File: config.mk
export PLATFORM = sky130hd
export DESIGN_NAME = ctrl_pipeline
export DESIGN_NICKNAME = d
export VERILOG_FILES = /design/src/rtl/ctrl_pipeline.sv
export SDC_FILE = /design/constraint.sdc
export NUM_CORES = 1
export LEC_CHECK = 0
export CORE_ASPECT_RATIO = 0.75
export CORE_MARGIN = 1
export CORE_UTILIZATION = 42
export DETAILED_ROUTE_END_ITERATION = 7
export PLACE_DENSITY = 0.84
export REMOVE_ABC_BUFFERS = 1
export SYNTH_ARGS = -nofsm -noshare
export SYNTH_HDL_FRONTEND = slang
export SYNTH_SLANG_ARGS = --single-unit
File: constraint.sdc
create_clock -name clk -period 2.2 [get_ports clk]
set_input_delay 0.44 -clock clk [delete_from_list [all_inputs] [get_ports clk]]
set_output_delay 0.44 -clock clk [all_outputs]
set_load 0.01 [all_outputs]
File: src/rtl/ctrl_pipeline.sv
// Control pipeline from ID through WB: carries decoder bundles and register specifiers, and handles load-use/RAW stalls and branch/jump flushes.
// Optional build macro CTRL_PIPELINE_FORWARD_EN adds fwd_a/fwd_b forwarding selects and keeps only the load-use stall.
module ctrl_pipeline #(
  parameter int REG_W = 5
) (
  input  logic             clk,
  input  logic             rst_n,
  input  logic [3:0]       id_ex,
  input  logic [3:0]       id_m,
  input  logic [1:0]       id_wb,
  input  logic             id_valid,
  input  logic [REG_W-1:0] id_rs,
  input  logic [REG_W-1:0] id_rt,
  input  logic [REG_W-1:0] id_rd,
  input  logic             mem_zero,
  output logic             ex_reg_dst,
  output logic             ex_alu_src,
  output logic [1:0]       ex_alu_op,
  output logic             mem_read,
  output logic             mem_write,
  output logic             pc_src,
  output logic             wb_reg_write,
  output logic             wb_mem_to_reg,
  output logic [REG_W-1:0] wb_dst,
  output logic             stall,
  output logic             flush
`ifdef CTRL_PIPELINE_FORWARD_EN
  ,
  output logic [1:0]       fwd_a,
  output logic [1:0]       fwd_b
`endif
);

  // Bit positions inside the decoder bundles.
  localparam int EX_REG_DST  = 3;
  localparam int EX_ALU_SRC  = 0;
  localparam int M_BRANCH    = 3;
  localparam int M_MEM_READ  = 2;
  localparam int M_MEM_WRITE = 1;
  localparam int M_JUMP      = 0;
  localparam int WB_REG_WR   = 1;
  localparam int WB_MEM2REG  = 0;

  typedef struct packed {
    logic [3:0]       ex;
    logic [3:0]       m;
    logic [1:0]       wb;
    logic [REG_W-1:0] rt;
    logic [REG_W-1:0] rd;
  } idex_t;

  typedef struct packed {
    logic [3:0]       m;
    logic [1:0]       wb;
    logic [REG_W-1:0] dst;
  } exmem_t;

  typedef struct packed {
    logic [1:0]       wb;
    logic [REG_W-1:0] dst;
  } memwb_t;

  idex_t            r_idex;
  exmem_t           r_exmem;
  memwb_t           r_memwb;
  idex_t            w_cap;
  logic [REG_W-1:0] w_ex_dst;
  logic             w_load_use;
  logic             w_stall_raw;

  // NOTE: every variable written in always_comb gets a default first so no path leaves it unassigned (which would infer a latch).
  always_comb begin
    w_cap = '0;
    if (id_valid) begin
      w_cap.ex = id_ex;
      w_cap.m  = id_m;
      w_cap.wb = id_wb;
      w_cap.rt = id_rt;
      w_cap.rd = id_rd;
      if (!id_wb[WB_REG_WR]) begin
        w_cap.ex[EX_REG_DST] = 1'b0;
        w_cap.wb[WB_MEM2REG] = 1'b0;
      end
      if (id_m[M_BRANCH] || id_m[M_JUMP]) begin
        w_cap.m[M_MEM_READ]  = 1'b0;
        w_cap.m[M_MEM_WRITE] = 1'b0;
      end
    end
  end

  assign w_ex_dst = r_idex.ex[EX_REG_DST] ? r_idex.rd : r_idex.rt;

  assign w_load_use = r_idex.m[M_MEM_READ] && (r_idex.rt != '0) && id_valid &&
                      ((r_idex.rt == id_rs) || (r_idex.rt == id_rt));

`ifdef CTRL_PIPELINE_FORWARD_EN
  logic [REG_W-1:0] r_ex_rs;

  function automatic logic [1:0] fwd_sel(input logic [REG_W-1:0] src,
                                         input exmem_t em, input memwb_t mw);
    if (em.wb[WB_REG_WR] && (em.dst != '0) && (em.dst == src))
      return 2'b10;
    else if (mw.wb[WB_REG_WR] && (mw.dst != '0) && (mw.dst == src))
      return 2'b01;
    else
      return 2'b00;
  endfunction

  always_ff @(posedge clk) begin
    if (!rst_n || flush || stall || !id_valid)
      r_ex_rs <= '0;
    else
      r_ex_rs <= id_rs;
  end

  assign fwd_a       = fwd_sel(r_ex_rs, r_exmem, r_memwb);
  assign fwd_b       = fwd_sel(r_idex.rt, r_exmem, r_memwb);
  assign w_stall_raw = w_load_use;
`else
  // Without forwarding, a source waits until its producer has reached WB; the register file writes before it reads.
  function automatic logic src_hit(input logic [REG_W-1:0] src,
                                   input logic ex_wr, input logic [REG_W-1:0] ex_dst,
                                   input logic mem_wr, input logic [REG_W-1:0] mem_dst);
    return (src != '0) && ((ex_wr && (ex_dst == src)) || (mem_wr && (mem_dst == src)));
  endfunction

  logic w_raw_hazard;
  assign w_raw_hazard = id_valid &&
    (src_hit(id_rs, r_idex.wb[WB_REG_WR], w_ex_dst, r_exmem.wb[WB_REG_WR], r_exmem.dst) ||
     src_hit(id_rt, r_idex.wb[WB_REG_WR], w_ex_dst, r_exmem.wb[WB_REG_WR], r_exmem.dst));
  assign w_stall_raw = w_load_use || w_raw_hazard;
`endif

  assign pc_src = (r_exmem.m[M_BRANCH] && mem_zero) || r_exmem.m[M_JUMP];
  assign flush  = pc_src;
  assign stall  = w_stall_raw && !pc_src;

  // NOTE: sequential state uses non-blocking assignments so each stage samples the previous stage's pre-edge value.
  always_ff @(posedge clk) begin
    if (!rst_n) begin
      r_idex  <= '0;
      r_exmem <= '0;
      r_memwb <= '0;
    end else begin
      r_memwb <= '{wb: r_exmem.wb, dst: r_exmem.dst};
      if (flush) begin
        r_idex  <= '0;
        r_exmem <= '0;
      end else begin
        r_exmem <= '{m: r_idex.m, wb: r_idex.wb, dst: w_ex_dst};
        r_idex  <= stall ? '0 : w_cap;
      end
    end
  end

  assign ex_reg_dst    = r_idex.ex[EX_REG_DST];
  assign ex_alu_op     = r_idex.ex[2:1];
  assign ex_alu_src    = r_idex.ex[EX_ALU_SRC];
  assign mem_read      = r_exmem.m[M_MEM_READ];
  assign mem_write     = r_exmem.m[M_MEM_WRITE];
  assign wb_reg_write  = r_memwb.wb[WB_REG_WR];
  assign wb_mem_to_reg = r_memwb.wb[WB_MEM2REG];
  assign wb_dst        = r_memwb.dst;

endmodule

=== Word level (Yosys, flattened, before mapping) ===
Cells that the tools add are included.

* Input port bits: 29
* Logic and storage cells: 50
* Bits in registers: 38
* Output and inout bits: 16

* Bitwise operators: 3
* Equality and inequality tests: 6
* Reduce and logical (&&, ||, !) cells: 27
* Muxes and demuxes: 1

{| class="wikitable"
|+ Operators by type and width
! operator !! count
|-
| 5-bit equality test || 6
|-
| 5-bit nonzero test || 3
|-
| 1-bit logical AND || 12
|-
| 5-bit OR reduction || 2
|-
| 1-bit logical OR || 7
|-
| 5-bit 2-to-1 mux || 1
|-
| 4-bit OR reduction || 1
|-
| 1-bit NOT || 3
|-
| 2-bit OR reduction || 1
|-
| 1-bit logical NOT || 1
|}

=== Logic depth before layout (Yosys ltp) ===
Gate-level depths: netlist of the first run.

* Word-level depth: 10
* Mapped depth: 8
* Gate-level depth less buffers: 6

=== Least setup slack after synthesis of the first run ===
OpenSTA, ideal clock, no wires.

* Path kind: reg2out
* Start: register r_idex, in the netlist ex_reg_dst
* End: output port stall
* Buffers on the path: 2
* Stages on the path, launching flop included: 9
* Data required time: 1760 ps
* Arrival: 1832 ps
* Slack: -72 ps
* Path through: dfxtp_1 buf_2 mux2i_1 xor2_1 nand4_1 nor4b_2 nor3_2 buf_2 nor2_1

* Longest elaborated chain between the ends: 9
* Elaborated cells between the ends (all ways): 13
* Classes of those cells: 2 x eq/ne; 1 x mux; 10 x reduce/logical

{| class="wikitable"
|+ RTL lines
! element !! line !! source
|-
| start: declaration || 63 || <nowiki>idex_t r_idex;</nowiki>
|-
| start signal: assignment || 151 || <nowiki>r_idex <= stall ? '0 : w_cap;</nowiki>
|-
| 5-bit 2-to-1 mux (*) || 91 || <nowiki>assign w_ex_dst = r_idex.ex[EX_REG_DST] ? r_idex.rd : r_idex.rt;</nowiki>
|-
| 5-bit equality test || 124 || <nowiki>return (src != '0) && ((ex_wr && (ex_dst == src)) || (mem_wr && (mem_dst == src)));</nowiki>
|-
| 1-bit logical AND || 124 ||
|-
| 1-bit logical OR || 124 ||
|-
| 1-bit logical AND || 124 ||
|-
| 1-bit logical OR (*) || 129 || <nowiki>(src_hit(id_rs, r_idex.wb[WB_REG_WR], w_ex_dst, r_exmem.wb[WB_REG_WR], r_exmem.dst) ||</nowiki>
|-
| 1-bit logical AND (*) || 128 || <nowiki>assign w_raw_hazard = id_valid &&</nowiki>
|-
| 1-bit logical OR (*) || 131 || <nowiki>assign w_stall_raw = w_load_use || w_raw_hazard;</nowiki>
|-
| 1-bit logical AND (*) || 136 || <nowiki>assign stall = w_stall_raw && !pc_src;</nowiki>
|-
| end: declaration || 25 || <nowiki>output logic stall,</nowiki>
|}

Mark *: on every way between the ends. The rest lies on a longest branch, timed or not.

=== Worst setup path in the final report of the first run ===
Same ends and word-level chain as after synthesis.

==> impl_metrics.csv, run 1 <==
group,metric,value,unit
die,initial_utilization,0.454,
route,vias,1336,
setup_path,end_kind,"primary output",
die,core-area,0.00338,mm^2
sta,max_freq,393,MHz
setup_path,cp.arrival,2.11,ns
setup_path,r2r_cells,9,
route,wl_met2,2.00,mm
sta,fin_crit_sh,1.16,
sta,fin_tns_setup,-0.346,ns
min_path,hp-class,"reg -> reg",
cts,numCtsBuffers,5,
cts,htree_levels,2,
power,powerDensity,694,mW/mm^2
status,status,"finished, violations left",
final_layout,largest-register,"r_idex",
setup_path,r2r_setup_slack,0.09,ns
final_layout,nNetsFinal,251,
grt,overflow,0,
final_layout,area_growth,56.1,%
cts,cts.sinks,38,
route,drc,0,
cts,cts_tree,"done",
route,wl_per_cell,15.8,um
grt,grt_max_degree,21,
final_layout,fin_util,0.709,
setup_path,required,1.76,ns
die,die_area,0.00390,mm^2
synth,ys_seq_area_frac,0.496,
synth,yosysUniqueCellTypes,26,
die,num_rows,18,
route,met3_length,198,um
sta,period_needed,2.55,ns
sta,maxSlewViolCount,0,
cts,cts_buffer_depth,2,
die,dieHeight,54.4,um
route,top_layer,"met4",
route,drt_wl_total,4.15,mm
die,die_w,71.8,um
route,drt_iter0_markers,77,
setup_path,cp-start-kind,"register",
sta,worst_slew_pin_slew,0.527,ns
cts,clk_latency,0.29,ns
cts,holdBufCountCts,0,
min_path,hold_end,"wb_mem_to_reg",
sta,rsz0062_at_grt,"true",
setup_path,rr_endpoint,"r_idex[10]",
run,maxCapViolCount,0,
setup_path,reg2reg_from,"ex_reg_dst",
synth,synthCells,150,
route,via_per_inst,5.08,
place,routabilityCongestion,0.930,
cts,cts-root-buf,"clkbuf_8",
sta,setup_viol,1,
place,dp_hpwl,2.75,mm
setup_path,worstSetupPathType,"reg -> out",
synth,yosys_warnings,0,
place,port_buffers,44,
sta,finalHoldViolCount,0,
synth,ys_ff_latch,38,
route,drtPass1Iterations,4,
grt,grt_util_all_layers,0.217,
die,io_pins,45,
route,wl_met1,1.84,mm
synth,synth_area,0.00154,mm^2
final_layout,drive_gt1_frac,0.229,
min_path,whs_path_depth,1,
route,ant_nets,0,
min_path,worstHoldStart,"r_exmem[5]",
cts,clkTransAtPathRegs,0.08,ns
sta,clock-skew-final,0.00634,ns
final_layout,num_antenna_cells,0,
sta,worst_slack,-0.346,ns
status,violations,"negative setup slack",
synth,syn_avg_cell_area,10.2,um^2
setup_path,path_max_fanout,5,
sta,relSlewSlack,0.648,
power,vdd_ir_drop_max,0.000445,V
grt,first_global_vias,1277,
grt,grt_pass1_wl,6.03,mm
power,power.leakage,1.08,nW
final_layout,largest_reg_flops,16,
grt,antenna_found_initial,0,
## placed cells by master (no fill, tap or decap), types with 2 or more instances in the layout
master / count
dfxtp_1: 37
clkdlybuf4s50_1: 33
buf_4: 30
and3_1: 23
xor2_1: 19
xnor2_1: 9
nor2_1: 7
and2_1: 7
dlygate4sd2_1: 7
clkbuf_8: 6
nand4_1: 4
and4_1: 4
mux2i_4: 3
nand3_1: 3
or4_1: 3
nand2_1: 3
nor3_1: 3
a21oi_2: 2
mux2i_1: 2
bufinv_16: 2
dlymetal6s2s_1: 2
## kinds of logic after synthesis
kind of cell,count (synthesis),share of synthesized area
buffers and inverters,10,0.0359
xor gates and xnor gates,29,0.165
and+or+nand+nor,63,0.253
muxes,5,0.0326
AOI/OAI and AO/OA,5,0.0179
DFF,38,0.496
## synth_stat cells (all sizes together)
| cell | number | share of area |
|---|---|---|
| dfxtp | 38 | 0.50 |
| and3 | 23 | 0.094 |
| xor2 | 20 | 0.11 |
| xnor2 | 9 | 0.051 |
| nor2 | 8 | 0.021 |
| and2 | 7 | 0.029 |
| buf | 6 | 0.026 |
| mux2i | 5 | 0.033 |
| and4 | 4 | 0.023 |
| nand4 | 4 | 0.016 |
| nor3 | 4 | 0.016 |
| clkbuf | 3 | 0.0073 |
| nand2 | 3 | 0.0073 |
| nand3 | 3 | 0.0098 |
| or4 | 3 | 0.015 |
| a21oi | 2 | 0.0065 |
| o21ai | 2 | 0.0065 |
| inv | 1 | 0.0024 |
| nand2b | 1 | 0.0041 |
| nor4 | 1 | 0.0041 |
| nor4b | 1 | 0.0098 |
| o211ai | 1 | 0.0049 |
| or2 | 1 | 0.0041 |
## per-stage QoR
step	power (mW)	instances	hold slack [ns]	cell area, um^2	setup slack, ns
finish	1.66	263	0.440	2400	-0.346
global route	1.72	263	0.483	2400	-0.436
floorplan	0.807	141	0.412	1480	-0.204
CTS	1.66	264	0.447	2350	-0.219
global placement	0.932	252	0.419	2180	-0.787
detailed placement	0.936	252	0.430	2180	-0.833
## how the worst max path moves through the flow
stage	start	to	cells past startpoint
global route	ex_reg_dst	stall	8
finish	ex_reg_dst	stall	8
detailed placement	id_rs[1]	stall	8
CTS	ex_reg_dst	stall	8
floorplan	id_rs[1]	stall	6
global placement	id_rs[1]	stall	8
## final cells by class
class | count | area (um^2)
Fill cell | 244 | 982
Multi-Input combinational cell | 102 | 778
Sequential cell | 38 | 764
Timing Repair Buffer | 74 | 657
Clock buffer | 6 | 82.6
Clock inverter | 2 | 60.1
Tap cell | 40 | 50.0
Inverter | 1 | 3.75
## worst max-delay path, stage by stage, from the launching register on
cell     delay [ns]
dfxtp_4        0.43
mux2i_1        0.22
buf_4          0.15
xor2_1         0.14
nand4_1        0.12
nor4b_2        0.34
nor3_2         0.10
nor2_1         0.16
buf_2          0.16
## layer usage
| layer | vias up | GRT usage |
|---|---|---|
| li1 | 650 | - |
| met1 | 631 | 0.247 |
| met4 | 0 | 0.101 |
| met5 | - | 0 |
| met3 | 8 | 0.0700 |
| met2 | 47 | 0.379 |
## what timing repair did
action	in CTS	in global routing
endpoints found under the setup margin	6	23
pin swaps	14	2
buffers inserted	6	0
resized for setup	18	10
## where the power goes
group / total [mW] / internal (mW) / switching (mW)
registers: 0.722 / 0.708 / 0.0137
clock network: 0.727 / 0.484 / 0.244
logic: 0.215 / 0.123 / 0.0915
Note: power is estimated with default switching activity, not from simulation.
==> run 2: changes to the inputs <==
Settings changed: CORE_UTILIZATION 42 to 55, DONT_BUFFER_PORTS set to 1, PLACE_DENSITY 0.84 to 0.82.
==> run 2 against run 1 <==
The run still ends with negative setup slack left. Maximum frequency grew 13%. Count of clock-buffer cells in the layout is the same. Final area shrank 25%. Register-to-register slack gained 0.11 ns. Critical path depth shrank 1. Non-clock buffer count shrank 62. Core utilization shrank 2.1 points. Global-route usage shrank 0.65 points. Clock skew is essentially flat. Critical path type unchanged.
==> impl_metrics.csv, run 2 (same netlist as run 1, synthesis figures left out) <==
group,metric,value,unit
final_layout,nNetsFinal,189,
power,p_seq_frac,0.471,
power,p_sw,296,uW
min_path,whs_path_depth,1,
setup_path,cp.arrival,1.80,ns
cts,clkTransAtPathRegs,0.07,ns
setup_path,path_max_fanout,6,
place,dp_hpwl,2.26,mm
cts,htree_levels,2,
setup_path,worst-path-buf-inv,1,
place,routabilityCongestion,0.979,
power,powerDensity,855,mW/mm^2
cts,clk_latency,0.29,ns
die,die_area,0.00301,mm^2
final_layout,largest-register,"r_idex",
setup_path,crit_family,"flip-flops",
setup_path,crit_chain,"mux2i_4 -> buf_4 -> xor2_1 -> nand4_1 -> o211ai_1 -> nor3_2 -> nor2_2",
die,core-area,0.00262,mm^2
route,drt_wl_total,2.98,mm
cts,cts.sinks,38,
setup_path,worstSetupPathType,"reg -> out",
min_path,hold_end,"wb_mem_to_reg",
die,num_rows,16,
sta,timing.hold.ws,0.269,ns
place,placedCellCount,185,
power,switching_share,0.192,
cts,numCtsBuffers,5,
final_layout,area_growth,17.5,%
route,vias,1085,
power,power.internal,1.25,mW
setup_path,slowest_delay,0.43,ns
power,clkPwrFrac,0.466,
sta,worst_slew_pin_slew,0.500,ns
cts,holdBufCountCts,0,
cts,cts_tree,"done",
setup_path,cpMaxStageDelayCell,"dfxtp_4",
final_layout,fill_cells,207,
sta,period_needed,2.24,ns
sta,worst_slack,-0.0437,ns
final_layout,seq_area,764,um^2
route,drt_iter0_markers,44,
status,status,"finished, violations left",
power,pwr-share-comb,0.062,
sta,setup_viol,1,
route,drtPass1Iterations,4,
run,maxCapViolCount,0,
sta,fin_crit_sh,1.02,
sta,finalHoldViolCount,0,
sta,clock-skew-final,0.00595,ns
route,ant_nets,0,
die,die_w,63.0,um
power,vdd_ir_drop_max,0.000575,V
setup_path,reg2reg_from,"ex_reg_dst",
setup_path,end_kind,"primary output",
power,power.leakage,0.777,nW
setup_path,r2r_setup_slack,0.20,ns
grt,first_global_vias,968,
power,totalPowerFinal,1.54,mW
final_layout,drive_gt1_frac,0.193,
final_layout,fin_area,0.00180,mm^2
final_layout,multi_input_area,758,um^2
route,wl_per_cell,15.1,um
die,initial_utilization,0.585,
grt,antenna_found_initial,0,
grt,overflow,0,
cts,cts_buffer_depth,2,
route,drc,0,
grt,grt_pass1_wl,4.41,mm
sta,max_freq,446,MHz
final_layout,largest_reg_flops,16,
final_layout,finalNonFillerCells,197,
setup_path,rr_endpoint,"ex_reg_dst",
setup_path,cp-start-kind,"register",
grt,grt_util_all_layers,0.210,
setup_path,required,1.76,ns
die,dieHeight,47.8,um
final_layout,num_antenna_cells,0,
final_layout,final_common_cell,"dfxtp_1",
sta,relSlewSlack,0.666,
place,placed_cell_area,0.00159,mm^2
grt,grt_max_degree,21,
cts,cts-root-buf,"clkbuf_8",
die,io_pins,45,
min_path,worstHoldStart,"rst_n",
place,port_buffers,0,
setup_path,r2r_cells,9,
sta,rsz0062_at_grt,"true",
status,violations,"negative setup slack",
route,via_per_inst,5.51,
sta,maxSlewViolCount,0,
final_layout,final_cell_mix,"37 x dfxtp_1, 23 x and3_1, 20 x xor2_1",
min_path,hp-class,"in -> reg",
run 2: changes by cell type in the layout (fill, tap and decap cells not counted), sizes merged:
cell,previous run,this run
clkdlybuf4s50,33,0
buf,31,12
dlygate4sd2,7,0
dlymetal6s2s,2,0
clkdlybuf4s15,1,0
run 2: how the worst max path moves through the flow:
stage,start,end,slack [ns],depth (start not counted)
after detailed placement,ex_reg_dst,stall,0.004,6
after floorplan,id_rs[1],stall,-0.20,6
after CTS,ex_reg_dst,stall,-0.06,6
after global placement,ex_reg_dst,stall,0.06,7
after global routing,ex_reg_dst,stall,-0.17,6
final,ex_reg_dst,stall,-0.04,7
run 2: power by group through the flow:
| stage | logic (mW) | registers, mW | clock network (mW) |
|---|---|---|---|
| floorplan | 0.0691 | 0.738 | 0 |
| global route | 0.108 | 0.730 | 0.761 |
| detailed placement | 0.0887 | 0.742 | 0 |
| global placement | 0.0859 | 0.741 | 0 |
| finish | 0.0962 | 0.728 | 0.719 |
| CTS | 0.0952 | 0.727 | 0.727 |
run 2: area by class of cell:
cell class	instances	share of cell area
tap	36	0.0250
multi-input combinational	102	0.420
inverter	1	0.00208
sequential	38	0.424
clock buffer	6	0.0458
clock inverter	2	0.0333
timing repair buffer	12	0.0499
run 2: repair_timing:
item,CTS,global route
setup endpoints to repair,1,1
pin swaps,8,1
setup buffers,4,0
gates resized for setup,8,2
run 2: layer usage:
layer	wire length, um	GRT usage	vias up
met3	199	0.0714	5
met1	1410	0.267	509
met4	48	0.126	0
met2	1310	0.318	41
met5	0	0	-
li1	-	-	530
run 2: worst reg2reg max path: stages, from the launching register on:
cell,delay [ns]
dfxtp_4,0.43
mux2i_4,0.27
buf_4,0.15
xor2_1,0.15
nand4_1,0.11
o211ai_1,0.21
nor3_2,0.08
buf_4,0.13
buf_4,0.17
and4_1,0.20
run 2: metrics by stage:
step	TNS, ns	setup WS [ns]	utilization
6_report	-0.0437	-0.0437	0.688
3_5_place_dp	0	0.00395	0.606
3_3_place_gp	0	0.0553	0.606
4_1_cts	-0.0579	-0.0579	0.683
2_1_floorplan	-0.204	-0.204	-
5_1_grt	-0.166	-0.166	0.688
==> run 3: changes to the inputs <==
Settings changed: ABC_AREA set to 1.
==> run 3 against run 2 <==
The flow now finishes without violations. Combinational power grew 38%. Area after synthesis grew 17%. Critical path depth grew 4. Wire length grew 28%. Via count grew 42%. Final area grew 6.5%. Die area grew 16%. Critical path type unchanged. Critical endpoint unchanged. Largest cell class is now multi-input gates.
==> impl_metrics.csv, run 3 <==
group,metric,value,unit
place,pre_cts_ws,0.185,ns
power,pwr-share-comb,0.102,
cts,cts_tree,"done",
synth,yosysUniqueCellTypes,22,
route,drtPass1Iterations,4,
grt,overflow,0,
synth,yosys_warnings,0,
sta,relSlewSlack,0.791,
sta,finalHoldViolCount,0,
sta,timing.hold.ws,0.247,ns
cts,numCtsBuffers,5,
sta,max_freq,476,MHz
power,switching_share,0.254,
synth,synthCells,259,
synth,async_flop_share,0,
setup_path,end_kind,"primary output",
min_path,whs_path_depth,2,
final_layout,final_cell_mix,"55 x nand2_1, 53 x inv_1, 35 x nor2_1, 35 x dfxtp_1, 18 x nand3_1",
synth,synthTopCellsByCount,"56 x nand2_1, 54 x inv_1, 38 x dfxtp_1",
route,ant_nets,0,
route,wl_per_cell,12.6,um
die,io_pins,45,
place,routabilityCongestion,0.965,
power,p_sw,331,uW
synth,synth_area,0.00179,mm^2
cts,clk_latency,0.29,ns
power,clkPwrFrac,0.338,
route,drt_wl_total,3.81,mm
power,totalPowerFinal,1.30,mW
sta,clock-skew-final,0.00947,ns
route,vias,1536,
grt,antenna_found_initial,0,
sta,setup_viol,0,
sta,worst_slew_pin_slew,0.313,ns
route,drc,0,
die,initial_utilization,0.593,
grt,grt_pass1_wl,5.69,mm
sta,fin_tns_setup,0,ns
sta,period_needed,2.10,ns
sta,fin_crit_sh,0.954,
die,die_area,0.00349,mm^2
grt,first_global_vias,1316,
route,via_per_inst,5.09,
synth,ys_seq_area_frac,0.425,
final_layout,nNetsFinal,293,
status,status,"finished, final reports clean",
power,power.leakage,0.982,nW
final_layout,largest_reg_flops,16,
setup_path,reg2reg_from,"ex_reg_dst",
setup_path,r2r_setup_slack,0.46,ns
die,die_w,67.9,um
final_layout,fill_cells,290,
grt,grt_max_degree,16,
setup_path,crit_chain,"buf_6 -> nand2_1 -> nand2_2 -> nor2_1 -> nor2_2 -> nand3_2 -> nand2_2 -> a21oi_4 -> nand2_1 -> nand3_1 -> inv_2",
min_path,hp-class,"in -> reg",
cts,cts.sinks,38,
die,dieHeight,51.4,um
power,p_seq_frac,0.560,
setup_path,slowest_delay,0.38,ns
synth,synth.most_common_cell,"nand2_1",
synth,syn_avg_cell_area,6.92,um^2
power,vdd_ir_drop_max,0.000545,V
setup_path,cp.arrival,1.66,ns
power,power.internal,971,uW
final_layout,num_antenna_cells,0,
place,dp_hpwl,2.90,mm
power,powerDensity,677,mW/mm^2
min_path,hold_end,"wb_mem_to_reg",
cts,cts-root-buf,"clkbuf_8",
setup_path,cpMaxStageDelayCell,"dfxtp_4",
synth,synth-main-ff-cell,"dfxtp_1",
route,drt_iter0_markers,128,
setup_path,path_max_fanout,6,
grt,grt_util_all_layers,0.234,
final_layout,drive_gt1_frac,0.155,
synth,synth_top_area_share,0.425,
synth,synth_edf_count,0,
die,core-area,0.00302,mm^2
place,port_buffers,0,
cts,htree_levels,2,
final_layout,final_common_cell,"nand2_1",
cts,cts_buffer_depth,2,
sta,maxSlewViolCount,0,
sta,worst_slack,0.101,ns
synth,synth_area_leader_cell,"dfxtp_1",
setup_path,required,1.76,ns
cts,holdBufCountCts,0,
synth,synthTopCellsByArea,"dfxtp_1 42%, nand2_1 12%, inv_1 11%",
synth,ys_ff_latch,38,
cts,clkTransAtPathRegs,0.07,ns
setup_path,r2r_cells,11,
die,num_rows,17,
run,maxCapViolCount,0,
setup_path,cp-start-kind,"register",
final_layout,largest-register,"r_idex",
min_path,worstHoldStart,"rst_n",
setup_path,worstSetupPathType,"reg -> out",
setup_path,rr_endpoint,"r_idex[1]",
final_layout,area_growth,7.26,%
==> run 3: changes by cell type in the layout (fill, tap and decap cells not counted), moves of 8 or more <==
cell	before	now
nand3_1	3	18
buf_4	12	4
and3_1	23	0
nand2_2	0	9
nor2_2	2	11
nand2_1	3	55
inv_1	1	53
nor2_1	6	35
xor2_1	20	4
==> run 3: what timing repair did <==
action | 4_1_cts | 5_1_grt
setup endpoints to repair | 1 | 1
pin swaps | 0 | 3
gates cloned | 0 | 0
resized for setup | 1 | 10
buffers inserted | 0 | 3
==> run 3: per-layer routing <==
layer,GRT usage,wire length [um],vias to the layer above
li1,-,-,781
met1,0.287,1680,673
met2,0.361,1720,75
met3,0.0826,351,7
met4,0.115,60,0
met5,0,0,-
==> run 3: power by group through the flow <==
stage | Combinational (mW) | Sequential [mW] | Clock (mW)
floorplan | 0.101 | 0.741 | 0
global placement | 0.126 | 0.744 | 0
detailed placement | 0.127 | 0.745 | 0
CTS | 0.128 | 0.729 | 0.455
global route | 0.149 | 0.731 | 0.476
finish | 0.133 | 0.729 | 0.440
==> run 3: logic make-up (layout without fill, tap and decap cells) <==
logic type      after synthesis  in the layout  share of synthesized area
simple gates                134            134                      0.334
buf+inv                      62             67                      0.147
flops                        38             38                      0.425
compound gates               19             19                     0.0649
xor+xnor                      6              6                     0.0293
==> run 3: final cells by class <==
cell class | count | area, um^2 | share of cell area
Clock buffer | 5 | 68.8 | 0.0358
Clock inverter | 2 | 10.0 | 0.00521
Inverter | 55 | 211 | 0.110
Multi-Input combinational cell | 159 | 776 | 0.404
Sequential cell | 38 | 767 | 0.399
Tap cell | 38 | 47.5 | 0.0247
Timing Repair Buffer | 5 | 41.3 | 0.0215
==> run 3: critical path, delay by kind of cell, from the launching register on <==
family / cells / cell delay [ns]
and+or+nand+nor: 8 / 0.61
DFF: 1 / 0.38
buffers and inverters: 2 / 0.20
AOI/OAI and AO/OA: 1 / 0.17
==> run 3: through the flow <==
stage | std cells | cell area [um^2] | utilization
finish | 302 | 1920 | 0.636
floorplan | 252 | 1740 | -
global route | 302 | 1920 | 0.636
detailed placement | 292 | 1800 | 0.597
global placement | 292 | 1800 | 0.597
CTS | 299 | 1880 | 0.623
==> run 3: worst max path at each step <==
stage | startpoint | end | cells past startpoint
finish | ex_reg_dst | stall | 11
global route | r_idex[8] | stall | 10
CTS | ex_reg_dst | stall | 11
detailed placement | ex_reg_dst | stall | 11
global placement | ex_reg_dst | stall | 11
floorplan | ex_reg_dst | stall | 11
